===== src/rtl/i2c_seq_pkg.sv =====
// Shared constants for the I2C transaction sequencer: FSM state codes,
// command-phase codes and engine word bit positions.
package i2c_seq_pkg;

  // Sequencer FSM states
  typedef logic [2:0] state_t;
  localparam state_t ST_IDLE      = 3'd0;
  localparam state_t ST_LOAD      = 3'd1;
  localparam state_t ST_WAIT_BUSY = 3'd2;
  localparam state_t ST_WAIT_DONE = 3'd3;
  localparam state_t ST_NEXT      = 3'd4;
  localparam state_t ST_FETCH     = 3'd5;
  localparam state_t ST_ABORT     = 3'd6;

  // Which word of the transaction is currently on the bus
  typedef logic [1:0] phase_t;
  localparam phase_t PH_ADDR  = 2'd0;  // START + device address (write direction)
  localparam phase_t PH_REG   = 2'd1;  // register address
  localparam phase_t PH_RADDR = 2'd2;  // repeated START + device address (read)
  localparam phase_t PH_DATA  = 2'd3;  // data bytes

  // Engine word layout
  localparam int START_BIT = 15;
  localparam int STOP_BIT  = 14;
  localparam int ACK_BIT   = 8;

  // Released ack slot, all-ones data, STOP: terminates the bus after a NACK
  localparam logic [15:0] ABORT_WORD = 16'h41FF;

endpackage


===== src/rtl/i2c_txn_sequencer.sv =====
// Turns one register-access command into the ordered engine words
// (START, address, register, repeated START, data, STOP), handshakes each
// byte with the engine and streams write/read data.
module i2c_txn_sequencer
  import i2c_seq_pkg::*;
#(
  parameter int LEN_W = 5
) (
  input  logic             clk,
  input  logic             rst,
  input  logic             cmd_valid,
  output logic             cmd_ready,
  input  logic [6:0]       cmd_dev,
  input  logic [7:0]       cmd_reg,
  input  logic             cmd_rnw,
  input  logic [LEN_W-1:0] cmd_len,
  input  logic [7:0]       wr_data,
  input  logic             wr_valid,
  output logic             wr_ready,
  output logic [7:0]       rd_data,
  output logic             rd_valid,
  output logic             done,
  output logic             nack_err,
  output logic             eng_strobe,
  output logic [15:0]      eng_word,
  input  logic [8:0]       eng_rd,
  input  logic [7:0]       eng_state
);

  state_t           state_q, state_d;
  phase_t           phase_q, phase_d;
  logic [6:0]       dev_q, dev_d;
  logic [7:0]       reg_q, reg_d;
  logic             rnw_q, rnw_d;
  logic [LEN_W-1:0] cnt_q, cnt_d;
  logic [15:0]      word_q, word_d;
  logic             abort_q, abort_d;
  logic [8:0]       res_q, res_d;
  logic             wr_ready_q, wr_ready_d;
  logic             rd_valid_q, rd_valid_d;
  logic [7:0]       rd_data_q, rd_data_d;
  logic             done_q, done_d;
  logic             nack_q, nack_d;

  logic             checked;
  logic             rd_byte;

  // Assembles one engine word from its fields
  function automatic logic [15:0] make_word(input logic start, input logic stop,
                                            input logic ack, input logic [7:0] data);
    logic [15:0] w;
    w            = '0;
    w[START_BIT] = start;
    w[STOP_BIT]  = stop;
    w[ACK_BIT]   = ack;
    w[7:0]       = data;
    return w;
  endfunction

  // The slave drives the ack slot on every byte except read data
  assign checked = !(rnw_q && (phase_q == PH_DATA));
  assign rd_byte = rnw_q && (phase_q == PH_DATA) && !abort_q;

  // Next-state and output-pulse logic
  always_comb begin
    // NOTE: every _d starts from its register (pulses from 0) so no path through the case can infer a latch.
    state_d    = state_q;
    phase_d    = phase_q;
    dev_d      = dev_q;
    reg_d      = reg_q;
    rnw_d      = rnw_q;
    cnt_d      = cnt_q;
    word_d     = word_q;
    abort_d    = abort_q;
    res_d      = res_q;
    rd_data_d  = rd_data_q;
    wr_ready_d = 1'b0;
    rd_valid_d = 1'b0;
    done_d     = 1'b0;
    nack_d     = 1'b0;

    case (state_q)
      ST_IDLE: begin
        if (cmd_valid && cmd_ready) begin
          dev_d   = cmd_dev;
          reg_d   = cmd_reg;
          rnw_d   = cmd_rnw;
          // a zero-length read still fetches one byte
          cnt_d   = (cmd_rnw && (cmd_len == '0)) ? LEN_W'(1) : cmd_len;
          phase_d = PH_ADDR;
          abort_d = 1'b0;
          word_d  = make_word(1'b1, 1'b0, 1'b0, {cmd_dev, 1'b0});
          state_d = ST_LOAD;
        end
      end

      ST_LOAD: state_d = ST_WAIT_BUSY;

      ST_WAIT_BUSY: begin
        if (eng_state != 8'd0) state_d = ST_WAIT_DONE;
      end

      ST_WAIT_DONE: begin
        if (eng_state == 8'd0) begin
          res_d   = eng_rd;
          state_d = ST_NEXT;
          // a STOP word ends the transaction whatever the slave answered
          if (word_q[STOP_BIT]) begin
            done_d = 1'b1;
            nack_d = abort_q || (checked && eng_rd[ACK_BIT]);
          end
        end
      end

      ST_NEXT: begin
        if (rd_byte) begin
          rd_valid_d = 1'b1;
          rd_data_d  = res_q[7:0];
        end
        if (abort_q || word_q[STOP_BIT]) begin
          state_d = ST_IDLE;
        end else if (checked && res_q[ACK_BIT]) begin
          state_d = ST_ABORT;
        end else begin
          case (phase_q)
            PH_ADDR: begin
              phase_d = PH_REG;
              word_d  = make_word(1'b0, !rnw_q && (cnt_q == '0), 1'b1, reg_q);
              state_d = ST_LOAD;
            end
            PH_REG: begin
              if (rnw_q) begin
                phase_d = PH_RADDR;
                word_d  = make_word(1'b1, 1'b0, 1'b0, {dev_q, 1'b1});
                state_d = ST_LOAD;
              end else begin
                phase_d = PH_DATA;
                state_d = ST_FETCH;
              end
            end
            PH_RADDR: begin
              phase_d = PH_DATA;
              word_d  = make_word(1'b0, cnt_q == LEN_W'(1), cnt_q == LEN_W'(1), 8'hFF);
              state_d = ST_LOAD;
            end
            default: begin
              // one data byte finished; the next one is last when two remained
              cnt_d = cnt_q - LEN_W'(1);
              if (rnw_q) begin
                word_d  = make_word(1'b0, cnt_q == LEN_W'(2), cnt_q == LEN_W'(2), 8'hFF);
                state_d = ST_LOAD;
              end else begin
                state_d = ST_FETCH;
              end
            end
          endcase
        end
      end

      ST_FETCH: begin
        // hold the bus (no strobe) until the host supplies the byte
        if (wr_valid) begin
          word_d     = make_word(1'b0, cnt_q == LEN_W'(1), 1'b1, wr_data);
          wr_ready_d = 1'b1;
          state_d    = ST_LOAD;
        end
      end

      ST_ABORT: begin
        word_d  = ABORT_WORD;
        abort_d = 1'b1;
        state_d = ST_LOAD;
      end

      default: state_d = ST_IDLE;
    endcase
  end

  // State and output registers
  always_ff @(posedge clk or posedge rst) begin
    if (rst) begin
      state_q    <= ST_IDLE;
      phase_q    <= PH_ADDR;
      dev_q      <= '0;
      reg_q      <= '0;
      rnw_q      <= 1'b0;
      cnt_q      <= '0;
      word_q     <= '0;
      abort_q    <= 1'b0;
      res_q      <= '0;
      wr_ready_q <= 1'b0;
      rd_valid_q <= 1'b0;
      rd_data_q  <= '0;
      done_q     <= 1'b0;
      nack_q     <= 1'b0;
    end else begin
      // NOTE: non-blocking assignments so every register samples the pre-edge values.
      state_q    <= state_d;
      phase_q    <= phase_d;
      dev_q      <= dev_d;
      reg_q      <= reg_d;
      rnw_q      <= rnw_d;
      cnt_q      <= cnt_d;
      word_q     <= word_d;
      abort_q    <= abort_d;
      res_q      <= res_d;
      wr_ready_q <= wr_ready_d;
      rd_valid_q <= rd_valid_d;
      rd_data_q  <= rd_data_d;
      done_q     <= done_d;
      nack_q     <= nack_d;
    end
  end

  // Engine must be idle before a new command may start the bus again
  assign cmd_ready  = !rst && (state_q == ST_IDLE) && (eng_state == 8'd0);
  assign eng_strobe = (state_q == ST_LOAD);
  assign eng_word   = word_q;
  assign wr_ready   = wr_ready_q;
  assign rd_valid   = rd_valid_q;
  assign rd_data    = rd_data_q;
  assign done       = done_q;
  assign nack_err   = nack_q;

endmodule

===== config.mk =====
export PLATFORM = sky130hd
export DESIGN_NAME = i2c_txn_sequencer
export DESIGN_NICKNAME = d
export VERILOG_FILES = /design/src/rtl/i2c_seq_pkg.sv /design/src/rtl/i2c_txn_sequencer.sv
export SDC_FILE = /design/constraint.sdc
export NUM_CORES = 1
export LEC_CHECK = 0
export CAP_MARGIN = 20
export CORE_ASPECT_RATIO = 1.5
export CORE_MARGIN = 2
export CORE_UTILIZATION = 44
export CTS_CLUSTER_SIZE = 10
export DETAILED_ROUTE_END_ITERATION = 8
export PLACE_DENSITY_LB_ADDON = 0.15
export SLEW_MARGIN = 15
export SYNTH_ARGS = -nofsm -noshare
export SYNTH_HDL_FRONTEND = slang
export SYNTH_SLANG_ARGS = --single-unit

===== constraint.sdc =====
create_clock -name clk -period 3.15 [get_ports clk]
set_input_delay 0.7875 -clock clk [delete_from_list [all_inputs] [get_ports clk]]
set_output_delay 0.7875 -clock clk [all_outputs]
set_load 0.01 [all_outputs]

After elaboration in Yosys (flattened, before gate mapping):

Index checks and enable logic that the tools add are counted.

* flip-flop bits (word level): 64
* input port bits: 50
* output and inout bits: 30
* logic and storage cells: 111

* add/subtract/negate cells: 1
* equality and inequality tests: 21
* multiplexer cells: 41
* reductions and logical operators: 34

Operators by type and width (number)
* two-way mux 16 bit: 6
* case mux 16 bit (4 select lines): 1
* case mux 16 bit (3 select lines): 1
* two-way mux 5 bit: 5
* two-way mux 3 bit: 8
* case mux 3 bit (7 select lines): 1
* != test 2 bit (second input constant): 7
* two-way mux 1 bit: 12
* zero test 5 bit: 2
* case mux 5 bit (2 select lines): 1
* AND reduction 5 bit: 2
* == test 3 bit (second input constant): 3
* logical AND 1 bit: 9
* zero test 8 bit: 1
* != test 4 bit (second input constant): 2
* AND reduction 2 bit: 4
* nonzero test 8 bit: 1
* AND reduction 7 bit: 1
* == test 3 x 2 -> 1 bit (second input constant): 2
* two-way mux 2 bit: 3
* case mux 2 bit (3 select lines): 1
* == test 5 x 1 -> 1 bit (second input constant): 1
* == test 5 x 2 -> 1 bit (second input constant): 1
* subtractor 5 x 1 -> 5 bit (second input constant): 1
* other kinds (15): 21

Depth between registers and ports, before layout:

* depth in word-level cells: 8
* mapped depth: 8
* mapped depth without buffers: 6

Worst setup path before layout:

No wires, ideal clock.

* kind: input to output
* from: input port rst
* to: output port cmd_ready
* data arrival time: 2.408 ns
* data required time: 2.362 ns
* path slack: -0.045 ns
* stages: 2
* buffers on the path: 0
* cells stage by stage: inv_1 and3_1

* cells in the longest elaborated chain, start to end: 3

Ends and longest elaborated chain
* start: declaration: RTL line i2c_txn_sequencer.sv:10 `input logic rst,`
* zero test 1 bit: RTL line i2c_txn_sequencer.sv:216 `assign cmd_ready = !rst && (state_q == ST_IDLE) && (eng_state == 8'd0);`
* logical AND 1 bit (2 in series): RTL line i2c_txn_sequencer.sv:216
* end: declaration: RTL line i2c_txn_sequencer.sv:12 `output logic cmd_ready,`

No other way between the ends.

Worst setup path after layout:

* from: input port eng_state[5]
* to: output port cmd_ready

* cells in the longest elaborated chain, start to end: 2

Ends and longest elaborated chain
* start: declaration: RTL line i2c_txn_sequencer.sv:27 `input logic [7:0] eng_state`
* zero test 8 bit: RTL line i2c_txn_sequencer.sv:216
* logical AND 1 bit: RTL line i2c_txn_sequencer.sv:216

No other way between the ends.

==> flow_summary.toml <==
[run_status]
status = "finished clean"

[sta]
timing_hold_violations_final = 0
slew_viol_final = 0
timing.final.crit_share_pct = 98.5
worstMarginPinSlew_ns = 0.841
hold_slack_ns = 0.504
setup_viol = 0
timing.clock.skew_ns = 0.00812
rsz0062_at_grt = "no"
finalWorstPathRequiredPeriod_ns = 3.10
slew-limit-headroom_pct = 43.5
maxClockFrequency_ghz = 0.322

[cts]
h-tree-depth = 3
cts_inserted_buffers = 9
cts_num_sinks = 59
clock_transition_time_at_the_flip_flop_clock_pins_of_the_worst_setup_and_hold_paths_ns = 0.07
post_cts_setup_inserts = 0
cts_tree = "built"
clock_tree.root_cell = "clkbuf_8"
clkLatencyLatePin_ns = 0.33
cts_buffer_depth = 2

[finish]
layout-drive-gt1-share_pct = 20.9
post-route-util_pct = 61.5
layout_common_cells = "clkdlybuf4s50_1 (73), dfrtp_1 (59), mux2_2 (26)"
finish.net_count = 419
multi_input_comb_area_um2 = 1500
num-fill-cells = 604
area.sequential_um2 = 1480
layout_commonest_cell = "clkdlybuf4s50_1"
synthToLayoutAreaGrowth_pct = 34.3
n_antenna_cell = 0

[drt]
vias_per_cell = 5.61
wl_mm = 7.67
dr.first_iter.drc_count = 132
detail_route.drc_violations = 0
postRouteAntennaNets = 0
wl_per_cell_um = 17.4
detail_route.first_pass.iterations = 5
detailroute.via_count = 2476

[synthesis]
synthDominantCellAreaShare_pct = 46.8
synthesis.area_um2 = 3160
post_synth_num_cell_types = 56
synth_top_area_cell = "dfrtp_1"
synth-warning-count = 0
synth_async_sr_flop_share_pct = 100
synth_top_cells_by_area = "dfrtp_1 (47%), mux2_2 (9.3%), mux2_4 (4.3%)"
syn_area_per_cell_um2 = 11.4
synth_seq_area_share_pct = 46.8
synth-seq-cells = 59
synth_edf_count = 0
synthesis.instances = 278
postSynth.topFlopCell = "dfrtp_1"

[floorplanning]
die_w_um = 73.2
initial_core_util_pct = 45.8
floorplan.die_area_um2 = 7880
floorplan.core_area_um2 = 6900
fp-row-count = 37
die_y_um = 108
io-pin-count = 80

[worst_setup_path]
crit_path_max_fanout = 2
end_kind = "output port"
crit_path_top_delay_cell = "or4_4"
cp.required_ns = 2.36
critical_path.most_common_cell = "buf_6"
path_cells = "clkdlybuf4s50_1, or4_4, nor3_4, buf_6, and3_4, buf_6"
timing.rr.start = "state_q[2]"
cp_class = "in2out"
crit_path_max_incr_delay_ns = 0.55
crit_start = "eng_state[5]"
cp_data_arrival_time_ns = 2.31
critPathLaunchType = "primary input"

[power_and_ir_drop]
cell_internal_pwr_w = 0.00141
cellLeakagePower_nw = 1.91
combinational_power_share_pct = 15.0
switching_power_w = 0.000414
ir_drop_mv = 0.405
switching_share_pct = 22.7
clock_power_share_pct = 41.5
power-per-cell-area_nw_per_um2 = 430
power.share.sequential_pct = 43.5

[place]
routability_congestion_estimate_from_global_placement = 0.919
detailed_place_hpwl_mm = 5.50
place.port_buffers = 74

[global_route]
grt_first_pass_wirelength_mm = 12.5
largest_net_degree_at_the_start_of_global_routing = 60
grt_util_all_layers_pct = 21.0
globalRouteOverflowTotal = 0
grt_pass1_vias = 2561
antenna_found_initial = 0

[hold_path]
holdCritPathClass = "reg2reg"
hold_start = "res_q[7]"

[run]
drv.max_cap_violation_count = 0
-- through the flow --
stage / setup slack [ns] / total power [W] / TNS (ns) / area [um2] / instances
floorplan: 0.340 / 0.000949 / 0 / 3180 / 282
finish: 0.0478 / 0.00182 / 0 / 4240 / 441
CTS: 0.0587 / 0.00184 / 0 / 4220 / 441
detailed placement: -0.384 / 0.00108 / -0.384 / 4000 / 427
global route: 0.00720 / 0.00189 / 0 / 4240 / 441
global placement: -0.391 / 0.00108 / -0.391 / 4000 / 427
-- final cells by class --
type / instances / area share [%]
sequential: 59 / 34.8
timing repair buffer: 87 / 20.5
clock buffer: 12 / 3.66
multi-input combinational: 182 / 35.4
clock inverter: 2 / 1.42
inverter: 21 / 1.95
tap: 78 / 2.30
-- registers in the layout, summed over array words and instances, names as in the netlist --
register / cells
cnt_q: 5
dev_q: 7
rd_valid: 1
reg_q: 8
rd_data: 8
eng_word: 11
abort_q: 1
nack_err: 1
rnw_q: 1
state_q: 3
phase_q: 2
wr_ready: 1
done: 1
res_q: 9
-- metal layers --
metal | vias up | GRT usage (%) | share of wire (%)
met5 | - | 0 | 0
met4 | 0 | 8.86 | 1.9
met2 | 73 | 35.8 | 52
li1 | 1171 | - | -
met1 | 1221 | 25.2 | 41
met3 | 11 | 4.03 | 5.0
-- Yosys cell counts (2+ instances only) --
master	number
and3_1	2
nand2_1	10
or4b_2	2
or2_2	2
a21oi_1	11
buf_4	5
nor2b_1	3
dfrtp_1	59
or4_4	3
nor3_1	8
ha_1	9
a2bb2oi_1	9
mux2i_1	10
buf_6	3
a31oi_1	4
nand2b_1	4
a22oi_1	6
nor4_1	3
inv_1	21
o22ai_1	7
mux2_4	9
nor2_1	6
buf_1	2
o21ai_0	8
mux2_2	26
o2bb2ai_1	7
o21a_1	2
clkbuf_1	8
a21boi_0	2
-- worst max-delay path: cells and delay by family --
kind / cells / cell delay [ns]
and+or+nand+nor: 3 / 0.91
buffers and inverters: 3 / 0.62
-- power groups by stage --
stage | clock network [W] | logic [W] | registers (W)
6_report | 0.000755 | 0.000273 | 0.000793
5_1_grt | 0.000797 | 0.000300 | 0.000795
4_1_cts | 0.000775 | 0.000274 | 0.000792
3_5_place_dp | 0 | 0.000273 | 0.000806
3_3_place_gp | 0 | 0.000270 | 0.000806
2_1_floorplan | 0 | 0.000136 | 0.000813
-- cells by family (layout without fill, tap and decap cells) --
| group | count (synthesis) | in the layout | share of synthesized area, % |
|---|---|---|---|
| AOI/OAI and AO/OA | 72 | 72 | 16.4 |
| adders and majority gates | 9 | 9 | 3.57 |
| buffers and inverters | 41 | 122 | 6.74 |
| DFF | 59 | 59 | 46.8 |
| muxes | 45 | 45 | 16.7 |
| other | 1 | 5 | 0.119 |
| and+or+nand+nor | 51 | 51 | 9.63 |
-- path summary, 6_finish.rpt --
path / endpoint / slack, ns / cells past startpoint
worst min register to register: res_q[7] / 0.50 / 1
worst min-delay path: res_q[7] / 0.50 / 1
worst max-delay path: cmd_ready / 0.05 / 6
min in group asynchronous: rd_data[3] / 1.11 / 3
worst max register to register: rd_data[1] / 0.86 / 4
max in group asynchronous: state_q[0] / 1.54 / 3
-- repair_timing --
| action | in CTS | in global routing |
|---|---|---|
| endpoints found under the setup margin | 1 | 1 |
| hold buffers | 0 | 0 |
| gates resized for setup | 5 | 4 |
(Power assumes the default switching activity.)
